`config.mk`:
```
export PLATFORM = sky130hd
export DESIGN_NAME = alu_operand_loader
export DESIGN_NICKNAME = d
export VERILOG_FILES = /design/src/rtl/alu_operand_loader.sv
export SDC_FILE = /design/constraint.sdc
export NUM_CORES = 1
export LEC_CHECK = 0
export CORE_MARGIN = 2
export CORE_UTILIZATION = 30
export DETAILED_ROUTE_END_ITERATION = 7
export PLACE_DENSITY_LB_ADDON = 0.1
export REMOVE_ABC_BUFFERS = 1
export SLEW_MARGIN = 40
export SYNTH_ARGS = -nofsm -noshare
export SYNTH_HDL_FRONTEND = slang
export SYNTH_SLANG_ARGS = --single-unit
```
`constraint.sdc`:
```
create_clock -name clk -period 1.3 [get_ports clk]
set_input_delay 0.39 -clock clk [delete_from_list [all_inputs] [get_ports clk]]
set_output_delay 0.39 -clock clk [all_outputs]
set_load 0.05 [all_outputs]
```
`src/rtl/alu_operand_loader.sv`:
```
// rtl/alu_operand_loader.sv - debounced pushbutton capture of ALU operands A/B and opcode
// Optional opcode legality check enabled by defining ALU_LOADER_OPCHECK_EN.
module alu_operand_loader #(
    parameter int NBITS     = 8,
    parameter int COD_OP    = 6,
    parameter int DB_CYCLES = 4,
    parameter int DB_W      = 3
) (
    input  logic              clk,
    input  logic              reset,
    input  logic [2:0]        pulsador,
    input  logic [NBITS-1:0]  entrada,
    output logic [NBITS-1:0]  inA,
    output logic [NBITS-1:0]  inB,
    output logic [COD_OP-1:0] cod_op,
    output logic [2:0]        loaded,
    output logic              valid,
    output logic              op_err
);

    generate
        if (COD_OP > NBITS) begin : g_bad_codop
            $error("alu_operand_loader: COD_OP must not exceed NBITS");
        end
        if (DB_CYCLES < 2 || (2 ** DB_W) <= DB_CYCLES) begin : g_bad_db
            $error("alu_operand_loader: DB_CYCLES must be >= 2 and fit in DB_W bits");
        end
    endgenerate

    logic [2:0]        r_sync1;
    logic [2:0]        r_sync2;
    logic [2:0]        r_db;
    logic [2:0]        r_db_prev;
    logic [DB_W-1:0]   r_cnt [3];
    logic [NBITS-1:0]  r_inA;
    logic [NBITS-1:0]  r_inB;
    logic [COD_OP-1:0] r_cod_op;
    logic [2:0]        r_loaded;
    logic              r_valid;

    logic [2:0]        w_load;
    logic              w_op_ok;
    logic [2:0]        w_loaded_next;

    // Three identical channels: 2-flop sync, stability counter, rising-edge detect.
    always_ff @(posedge clk) begin
        if (reset) begin
            r_sync1   <= '0;
            r_sync2   <= '0;
            r_db      <= '0;
            r_db_prev <= '0;
            for (int i = 0; i < 3; i++) begin
                r_cnt[i] <= '0;
            end
        end else begin
            r_sync1   <= pulsador;
            r_sync2   <= r_sync1;
            r_db_prev <= r_db;
            for (int i = 0; i < 3; i++) begin
                if (r_sync2[i] == r_db[i]) begin
                    r_cnt[i] <= '0;
                end else if (r_cnt[i] == DB_W'(DB_CYCLES - 1)) begin
                    r_db[i]  <= r_sync2[i];
                    r_cnt[i] <= '0;
                end else begin
                    r_cnt[i] <= r_cnt[i] + DB_W'(1);
                end
            end
        end
    end

    assign w_load = r_db & ~r_db_prev;

`ifdef ALU_LOADER_OPCHECK_EN
    generate
        if (COD_OP != 6) begin : g_bad_opcheck
            $error("alu_operand_loader: opcode check needs COD_OP == 6");
        end
    endgenerate

    logic r_op_err;

    always_comb begin
        w_op_ok = 1'b0;
        case (entrada[5:0])
            6'b100000, 6'b100010, 6'b100100, 6'b100101,
            6'b100110, 6'b000011, 6'b000010, 6'b100111: w_op_ok = 1'b1;
            default:                                    w_op_ok = 1'b0;
        endcase
    end

    always_ff @(posedge clk) begin
        if (reset) begin
            r_op_err <= 1'b0;
        end else begin
            r_op_err <= w_load[2] & ~w_op_ok;
        end
    end

    assign op_err = r_op_err;
`else
    assign w_op_ok = 1'b1;
    assign op_err  = 1'b0;
`endif

    assign w_loaded_next = r_loaded | {w_load[2] & w_op_ok, w_load[1:0]};

    always_ff @(posedge clk) begin
        if (reset) begin
            r_inA    <= '0;
            r_inB    <= '0;
            r_cod_op <= '0;
            r_loaded <= '0;
            r_valid  <= 1'b0;
        end else begin
            if (w_load[0]) begin
                r_inA <= entrada;
            end
            if (w_load[1]) begin
                r_inB <= entrada;
            end
            if (w_load[2] && w_op_ok) begin
                r_cod_op <= entrada[COD_OP-1:0];
            end
            r_loaded <= w_loaded_next;
            r_valid  <= &w_loaded_next;
        end
    end

    assign inA    = r_inA;
    assign inB    = r_inB;
    assign cod_op = r_cod_op;
    assign loaded = r_loaded;
    assign valid  = r_valid;

endmodule

```
==> results.json, run 1 <==
{
  "status": "finished with violations",
  "violations": "setup timing",
  "synth-seq-cells": 47,
  "worst-setup-path-type": "flip-flop to flip-flop",
  "grt_use_total_pct": 11.61,
  "die_h_um": 80.20,
  "p_clk_share_pct": 33.7,
  "mostFrequentLayoutCells": "dfxtp_1 (37), nand2_1 (32), buf_12 (26)",
  "clk_pin_slew_ps": 70,
  "worstPathRequired_ps": 1460,
  "rows": 27,
  "syn-cell-area_sq_mm": 0.001742,
  "antennaDiodeCount": 0,
  "syn_inst": 173,
  "setup_viol": 9,
  "combPwrFrac_pct": 7.6,
  "first_global_vias": 1262,
  "cp_cell_sequence": "ha_2, ha_4, or3_4, nor2_2",
  "hold_path.class": "flip-flop to flip-flop",
  "critPathCaptureType": "flip-flop",
  "p_int_mw": 2.042,
  "syn_avg_cell_area_sq_um": 10.07,
  "min_period_over_period_pct": 103.4,
  "layout_commonest_cell": "dfxtp_1",
  "cp_max_fo": 3,
  "drt-total-wl_um": 3469,
  "tritoncts": "built",
  "fillerInstances": 525,
  "drt-initial-drc-count": 43,
  "portBuffers": 38,
  "p_per_area_mw_per_mm2": 952.1,
  "seqPwrFrac_pct": 58.6,
  "fmax_mhz": 744.0,
  "core_sq_mm": 0.005540,
  "netlist.area_leader.share_pct": 43.68,
  "htree_num_levels": 2,
  "areaGrowthSynthToFinish_pct": 56.75,
  "ios": 40,
  "fp.dieArea_sq_mm": 0.006431,
  "timing.final.crit_period_ps": 1344,
  "synth_area_leader_cell": "dfxtp_1",
  "cts_made_buffers": 5,
  "dp_hpwl_um": 2692,
  "yosysSeqAreaShare_pct": 59.20,
  "synthTopCellsByArea": "dfxtp_1 (44%), edfxtp_1 (16%), nand2_1 (6.9%), mux2i_1 (5.2%), a21oi_1 (4.6%)",
  "viasPerCell": 4.248,
  "rsz0062_at_grt": "yes",
  "cts-root-buf": "clkbuf_8",
  "crit_slowest_cell": "edfxtp_1",
  "whs_ps": 452.4,
  "final_hold_viol_count": 0,
  "finalNonFillerCells": 307,
  "final_cell_area_sq_mm": 0.002730,
  "grt-ovfl-total": 0,
  "drc_errors": 0,
  "switchingPower_uw": 557.6,
  "place_congestion": 0.7302,
  "grt_pass1_wl_um": 5706,
  "switching_share_pct": 21.45,
  "cts.sinks": 47,
  "fin_nets": 253,
  "initial_core_util_pct": 31.44,
  "clk-insertion-delay-late_ps": 300,
  "ys_types": 20,
  "p_leak_nw": 1.034,
  "antenna_found_initial": 0,
  "ir_drop_mv": 0.6262,
  "cpPeakStageDelay_ps": 400,
  "dp_cells": 294,
  "crit_path_start_kind": "flip-flop",
  "dieWidth_um": 80.20,
  "vias": 1304,
  "skew_ps": 9.808,
  "wl_per_cell_um": 11.30,
  "arrival_ps": 1500,
  "dr.pass1.iters": 4,
  "drive_gt1_share_pct": 29.79,
  "drtAntennaViolNets": 0,
  "yosys_warnings": 0,
  "fin_ws_ps": -44.15,
  "max-clock-path-buffers": 2,
  "max-cap-violations": 0,
  "slew_viol_final": 0,
  "placed_area_sq_mm": 0.002546,
  "grt_max_degree": 26
}
-- metal layers --
layer | GRT usage, % | vias to the layer above | wire [um]
li1 | - | 658 | -
met1 | 13.35 | 613 | 1450
met2 | 20.33 | 29 | 1784
met3 | 3.933 | 4 | 200
met4 | 3.390 | 0 | 33
met5 | 0 | - | 0
-- what timing repair did --
item / 4_1_cts / 5_1_grt
endpoints found under the setup margin: 9 / 10
pin swaps: 8 / 2
buffers inserted: 2 / 3
gates resized for setup: 11 / 3
gates cloned: 0 / 0
hold buffers: 0 / 0
-- cell type report --
type                       count  area [sq um]  area share (%)
tap                           72         90.09           3.300
sequential                    47          1032           37.81
clock inverter                 1         5.005          0.1833
timing repair buffer          56         774.5           28.37
clock buffer                   7         86.33           3.162
multi-input combinational    118         719.4           26.35
inverter                       6         22.52          0.8249
-- flip-flops by register name, summed over array words and instances (netlist names) --
| name | cells |
|---|---|
| inA | 8 |
| r_cnt | 9 |
| loaded | 3 |
| r_db_prev | 3 |
| inB | 8 |
| cod_op | 6 |
| r_sync2 | 3 |
| r_db | 3 |
| r_sync1 | 3 |
| valid | 1 |
-- cells in the mapped netlist --
library cell	instances
nand2b_1	2
ha_1	6
or3_1	1
nor2_1	18
clkbuf_1	3
nor2_2	6
mux2i_1	9
inv_1	6
xnor2_1	3
conb_1	2
nand2_1	32
buf_2	4
or3_4	2
nor4_2	1
and2b_1	1
buf_4	3
edfxtp_1	9
dfxtp_1	38
nor2b_1	11
a21oi_1	16
-- metrics by stage --
step	setup WS [ps]	util, %	power [mW]	setup TNS (ps)
global route	-80.44	49.28	2.713	-575.7
CTS	-58.30	48.76	2.633	-296.2
finish	-44.15	49.28	2.599	-249.6
floorplan	-77.92	-	1.624	-622.8
detailed placement	-402.2	45.96	1.737	-12500
global placement	-360.0	45.96	1.733	-11620
-- path summary, 6_finish.rpt --
check	slack, ps	startpoint	endpoint	depth (start not counted)
worst min register to register	450	r_sync1[1]	r_sync2[1]	1
worst min-delay path	450	r_sync1[1]	r_sync2[1]	1
worst max-delay path	-40	r_cnt[1][0]	r_cnt[1][1]	4
worst max register to register	-40	r_cnt[1][0]	r_cnt[1][1]	4
-- worst max-delay path, delay by kind of cell (launching register included) --
| kind | cells | cell delay (ps) |
|---|---|---|
| and+or+nand+nor | 2 | 460 |
| DFF | 1 | 400 |
| adders and majority gates | 2 | 350 |
-- logic make-up after synthesis --
logic type | synth area share [%]
AO/OA/AOI/OAI | 4.598
XOR/XNOR | 1.509
adder cells (fa/ha/maj) | 4.310
AND/OR/NAND/NOR | 20.40
flip-flops | 59.20
other | 0.4312
buffers and inverters | 4.382
multiplexers | 5.173
-- power groups by stage --
stage	registers, mW	clock network (mW)	logic [mW]
floorplan	1.57	0	0.0552
global placement	1.56	0	0.176
detailed placement	1.56	0	0.178
CTS	1.52	0.916	0.192
global route	1.53	0.969	0.216
finish	1.52	0.877	0.199
Note: power is estimated with default switching activity, not from simulation.
==> run 2: changes to the inputs <==
==> constraint.sdc (replaced) <==
create_clock -name clk -period 1.45 [get_ports clk]
set_input_delay 0.435 -clock clk [delete_from_list [all_inputs] [get_ports clk]]
set_output_delay 0.435 -clock clk [all_outputs]
set_load 0.05 [all_outputs]
==> run 2 against run 1 <==
Effect of this change:
- the flow now finishes without violations
- flip-flop and latch count stayed put
- register-to-register slack better by 90 ps
- die area stayed put
- clock skew hardly changed
- sequential power is 9.9% lower
- first-iteration DRC count is 30% lower
- non-clock buffer count is 7 lower
- utilization is 0.84 points lower
- largest cell class unchanged
- largest power group unchanged
==> results.json, run 2 (synthesized netlist as in run 1, its figures left out) <==
{
  "setup.worst_path.start": "r_cnt[2][0]",
  "pre_cts_ws_ps": -257.6,
  "cts.sinks": 47,
  "antenna_found_initial": 0,
  "drt-initial-drc-count": 30,
  "reg2reg_from": "r_cnt[2][0]",
  "rows": 27,
  "dp_cells": 291,
  "layout_commonest_cell": "dfxtp_1",
  "grt_use_total_pct": 12.50,
  "rsz0062_at_grt": "yes",
  "crit_top_cell": "ha_2",
  "vias": 1245,
  "grt-ovfl-total": 0,
  "skew_ps": 9.337,
  "dp_hpwl_um": 2841,
  "htree_num_levels": 2,
  "mostFrequentLayoutCells": "dfxtp_1 (38), nand2_1 (32), buf_12 (26)",
  "worstPathRequired_ps": 1620,
  "crit_path_start_kind": "flip-flop",
  "status": "finished clean",
  "largest_reg_flops": 9,
  "top_register": "r_cnt",
  "grt_max_degree": 23,
  "dr.pass1.iters": 4,
  "cts-root-buf": "clkbuf_8",
  "crit_slowest_cell": "edfxtp_1",
  "cpPeakStageDelay_ps": 410,
  "clk-insertion-delay-late_ps": 300,
  "whs_ps": 448.4,
  "fmax_mhz": 711.6,
  "critPathCaptureType": "flip-flop",
  "drc_errors": 0,
  "cts_made_buffers": 5,
  "die_h_um": 80.20,
  "cp_max_fo": 3,
  "arrival_ps": 1570,
  "drt-total-wl_um": 3648,
  "core_sq_mm": 0.005540,
  "setup_viol": 0,
  "finalSetupTns_ps": 0,
  "slew_viol_final": 0,
  "min_period_over_period_pct": 96.92,
  "ios": 40,
  "drtAntennaViolNets": 0,
  "first_global_vias": 1296,
  "final_hold_viol_count": 0,
  "p_per_area_mw_per_mm2": 963.1,
  "dieWidth_um": 80.20,
  "min-delay-start": "r_sync1[1]",
  "ir_drop_mv": 0.5587,
  "areaGrowthSynthToFinish_pct": 54.09,
  "p_leak_nw": 1.008,
  "fp.dieArea_sq_mm": 0.006431,
  "clk_pin_slew_ps": 90,
  "initial_core_util_pct": 31.44,
  "drive_gt1_share_pct": 27.19,
  "fin_ws_ps": 44.70,
  "timing.final.crit_period_ps": 1405,
  "worst-setup-path-type": "flip-flop to flip-flop",
  "max-cap-violations": 0,
  "wl_per_cell_um": 12.16,
  "fillerInstances": 509,
  "fin_nets": 246,
  "cp_cell_sequence": "ha_2, ha_2, or3_4, nor2_1",
  "portBuffers": 38,
  "place_congestion": 0.7141,
  "viasPerCell": 4.150,
  "max-clock-path-buffers": 2,
  "antennaDiodeCount": 0,
  "postCtsHoldBufs": 0,
  "hold_path.class": "flip-flop to flip-flop",
  "finalNonFillerCells": 300,
  "grt_pass1_wl_um": 6058,
  "tritoncts": "built"
}
[run 2: cell count changes in the layout (fill, tap and decap cells not counted), sizes merged]
cell,before,now
clkinv,1,0
dlygate4sd2,1,0
clkdlybuf4s50,11,12
bufinv,0,1
buf,44,37
[run 2: final cells by class]
type | count | area (sq um) | share of cell area [%]
Sequential cell | 47 | 1031 | 38.42
Timing Repair Buffer | 49 | 723.2 | 26.95
Multi-Input combinational cell | 118 | 689.4 | 25.69
Clock buffer | 7 | 97.59 | 3.636
Tap cell | 72 | 90.09 | 3.357
Clock inverter | 1 | 30.03 | 1.119
Inverter | 6 | 22.52 | 0.8392
[run 2: layer usage]
| metal | vias up | wire (um) | GRT usage, % |
|---|---|---|---|
| met5 | - | 0 | 0 |
| li1 | 645 | - | - |
| met1 | 570 | 1504 | 13.54 |
| met2 | 25 | 1911 | 22.67 |
| met4 | 0 | 49 | 4.068 |
| met3 | 5 | 182 | 4.270 |
[run 2: path summary, 6_finish.rpt]
| kind | endpoint | slack (ps) | cells after the start |
|---|---|---|---|
| setup reg to reg | r_cnt[2][1] | 40 | 4 |
| setup / recovery | r_cnt[2][1] | 40 | 4 |
| hold / removal | r_sync2[1] | 450 | 1 |
| hold reg to reg | r_sync2[1] | 450 | 1 |
[run 2: worst max-delay path: cells and delay by family, from the launching register on]
| kind | cells | cell delay, ps |
|---|---|---|
| fa+ha+maj | 2 | 380 |
| flops | 1 | 410 |
| simple gates | 2 | 490 |
[run 2: where the power goes]
part	switching [mW]	internal, mW	total [mW]
logic	0.0831	0.0818	0.165
clock network	0.434	0.620	1.05
registers	0.0129	1.35	1.37
total	0.530	2.05	2.58
[run 2: stage by stage]
stage / cell area (sq um) / power (mW) / utilization [%]
global placement: 2524 / 1.551 / 45.55
detailed placement: 2524 / 1.557 / 45.55
CTS: 2671 / 2.617 / 48.22
global route: 2684 / 2.686 / 48.44
floorplan: 1718 / 1.456 / -
finish: 2684 / 2.585 / 48.44
[run 2: timing repair]
item | 4_1_cts | 5_1_grt
setup endpoints to repair | 7 | 9
resized for setup | 4 | 5
buffers inserted | 1 | 0
pin swaps | 0 | 2
==> run 3: changes to the inputs <==
--- a/config.mk
+++ b/config.mk
@@ -6,7 +6,7 @@
 export NUM_CORES = 1
 export LEC_CHECK = 0
 export CORE_MARGIN = 2
-export CORE_UTILIZATION = 30
+export CORE_UTILIZATION = 48
 export DETAILED_ROUTE_END_ITERATION = 7
 export PLACE_DENSITY_LB_ADDON = 0.1
 export REMOVE_ABC_BUFFERS = 1
==> run 3 against run 2 <==
Effect of this change:
- sequential share of layout area grew 1.1 points
- cell count fell by 7.3%
- count of clock-buffer cells in the layout stayed put
- register-to-register slack hardly changed
- die area is 36% lower
- utilization is 28 points higher
- first-iteration DRC count grew 47%
- wire length increased by 1.7%
- flip-flop and latch count did not move
- non-clock buffer count grew 4
- sequential power about the same
- largest power group unchanged
==> results.json, run 3 (synthesized netlist as in run 1, its figures left out) <==
{
  "areaGrowthSynthToFinish_pct": 49.86,
  "worstPathRequired_ps": 1650,
  "die_h_um": 64.24,
  "drc_errors": 0,
  "ios": 40,
  "fin_util_pct": 76.41,
  "dr.pass1.iters": 4,
  "initial_core_util_pct": 50.99,
  "antenna_found_initial": 0,
  "core_sq_mm": 0.003416,
  "cts_made_buffers": 5,
  "first_global_vias": 1369,
  "setup_viol": 0,
  "dieWidth_um": 64.24,
  "min_to": "r_sync2[1]",
  "grt-ovfl-total": 0,
  "viasPerCell": 4.694,
  "hold_path.class": "flip-flop to flip-flop",
  "grt_max_degree": 22,
  "fp.dieArea_sq_mm": 0.004126,
  "p_leak_nw": 1.000,
  "whs_ps": 465.0,
  "rows": 21,
  "setup.worst_path.start": "r_cnt[1][0]",
  "met3_usage_pct": 4.754,
  "vias": 1305,
  "clk-insertion-delay-late_ps": 340,
  "largest_reg_flops": 9,
  "wl_per_cell_um": 13.35,
  "fmax_mhz": 711.8,
  "final_hold_viol_count": 0,
  "arrival_ps": 1600,
  "slew_viol_final": 0,
  "fillerInstances": 227,
  "rrSetupSlack_ps": 50,
  "hold_path_depth": 1,
  "placed_area_sq_mm": 0.002491,
  "skew_ps": 8.958,
  "cts-root-buf": "clkbuf_4",
  "top_register": "r_cnt",
  "antennaDiodeCount": 0,
  "postCtsHoldBufs": 0,
  "use_met2_pct": 34.90,
  "clk_pin_slew_ps": 110,
  "grt.busiest_layer": "met2",
  "min_period_over_period_pct": 96.88,
  "portBuffers": 38,
  "rsz0062_at_grt": "yes",
  "use_met1_pct": 23.68,
  "drtAntennaViolNets": 0,
  "grt_use_total_pct": 19.81,
  "mostFrequentLayoutCells": "dfxtp_1 (38), nand2_1 (32), buf_12 (26)",
  "tritoncts": "built",
  "fin_nets": 250,
  "dp_hpwl_um": 2798,
  "grt_pass1_wl_um": 6251,
  "cp_max_fo": 3,
  "critPathCaptureType": "flip-flop",
  "place_congestion": 0.7537,
  "htree_num_levels": 2,
  "layout_commonest_cell": "dfxtp_1",
  "final_cell_area_sq_mm": 0.002610,
  "ir_drop_mv": 0.7211,
  "drt-initial-drc-count": 44,
  "min-delay-start": "r_sync1[1]",
  "p_per_area_mw_per_mm2": 819.5,
  "finalNonFillerCells": 278,
  "dp_cells": 265,
  "status": "finished clean",
  "worst-setup-path-type": "flip-flop to flip-flop",
  "reg2reg_from": "r_cnt[1][0]",
  "reg2reg_to": "r_cnt[1][0]",
  "drive_gt1_share_pct": 27.59,
  "max-cap-violations": 0,
  "timing.final.crit_period_ps": 1405,
  "cts.sinks": 47,
  "ff2ff_path_depth": 4,
  "max-clock-path-buffers": 2,
  "crit_path_start_kind": "flip-flop",
  "drt-total-wl_um": 3711
}
run 3: what timing repair did:
action | in CTS | in global routing
pin swaps | 0 | 3
setup buffers | 3 | 2
gates cloned | 0 | 0
endpoints found under the setup margin | 8 | 9
gates resized for setup | 5 | 3
run 3: worst max-delay path, stage by stage (launching register included):
cell and delay [ps]:
edfxtp_1 420, ha_2 200, ha_2 190, or3_4 360, nor2_2 100
run 3: power by group:
part | internal [mW] | switching [mW] | leakage, nW
Sequential | 1.35 | 0.0139 | 0.400
Clock | 0.233 | 0.364 | 0.0329
Combinational | 0.0873 | 0.0856 | 0.567
run 3: how the worst max path moves through the flow:
stage | end | slack, ps
after CTS | r_cnt[0][2] | 6
after floorplan | r_cnt[1][0] | 70
after detailed placement | r_cnt[2][1] | -270
final | r_cnt[1][0] | 50
after global routing | r_cnt[0][2] | -7
after global placement | r_cnt[2][0] | -190
run 3: layout make-up:
type | instances | area, sq um | share of cell area [%]
clock buffers | 7 | 55.05 | 2.109
clock inverters | 1 | 3.754 | 0.1438
inverters | 6 | 22.52 | 0.8629
multi-input cells | 118 | 686.9 | 26.32
flip-flops and latches | 47 | 1031 | 39.50
well taps | 46 | 57.56 | 2.205
repair buffers | 53 | 753.2 | 28.86
run 3: metal layers:
layer,up-vias,wire (um)
met5,-,0
met4,0,31
met3,4,162
met2,31,2006
met1,612,1510
li1,658,-
run 3: per-stage QoR:
step	total power, mW	setup slack [ps]	TNS [ps]
floorplan	1.456	72.08	0
global placement	1.547	-194.9	-3119
detailed placement	1.555	-274.1	-5129
CTS	2.146	5.720	0
global route	2.231	-7.102	-13.67
finish	2.139	45.21	0
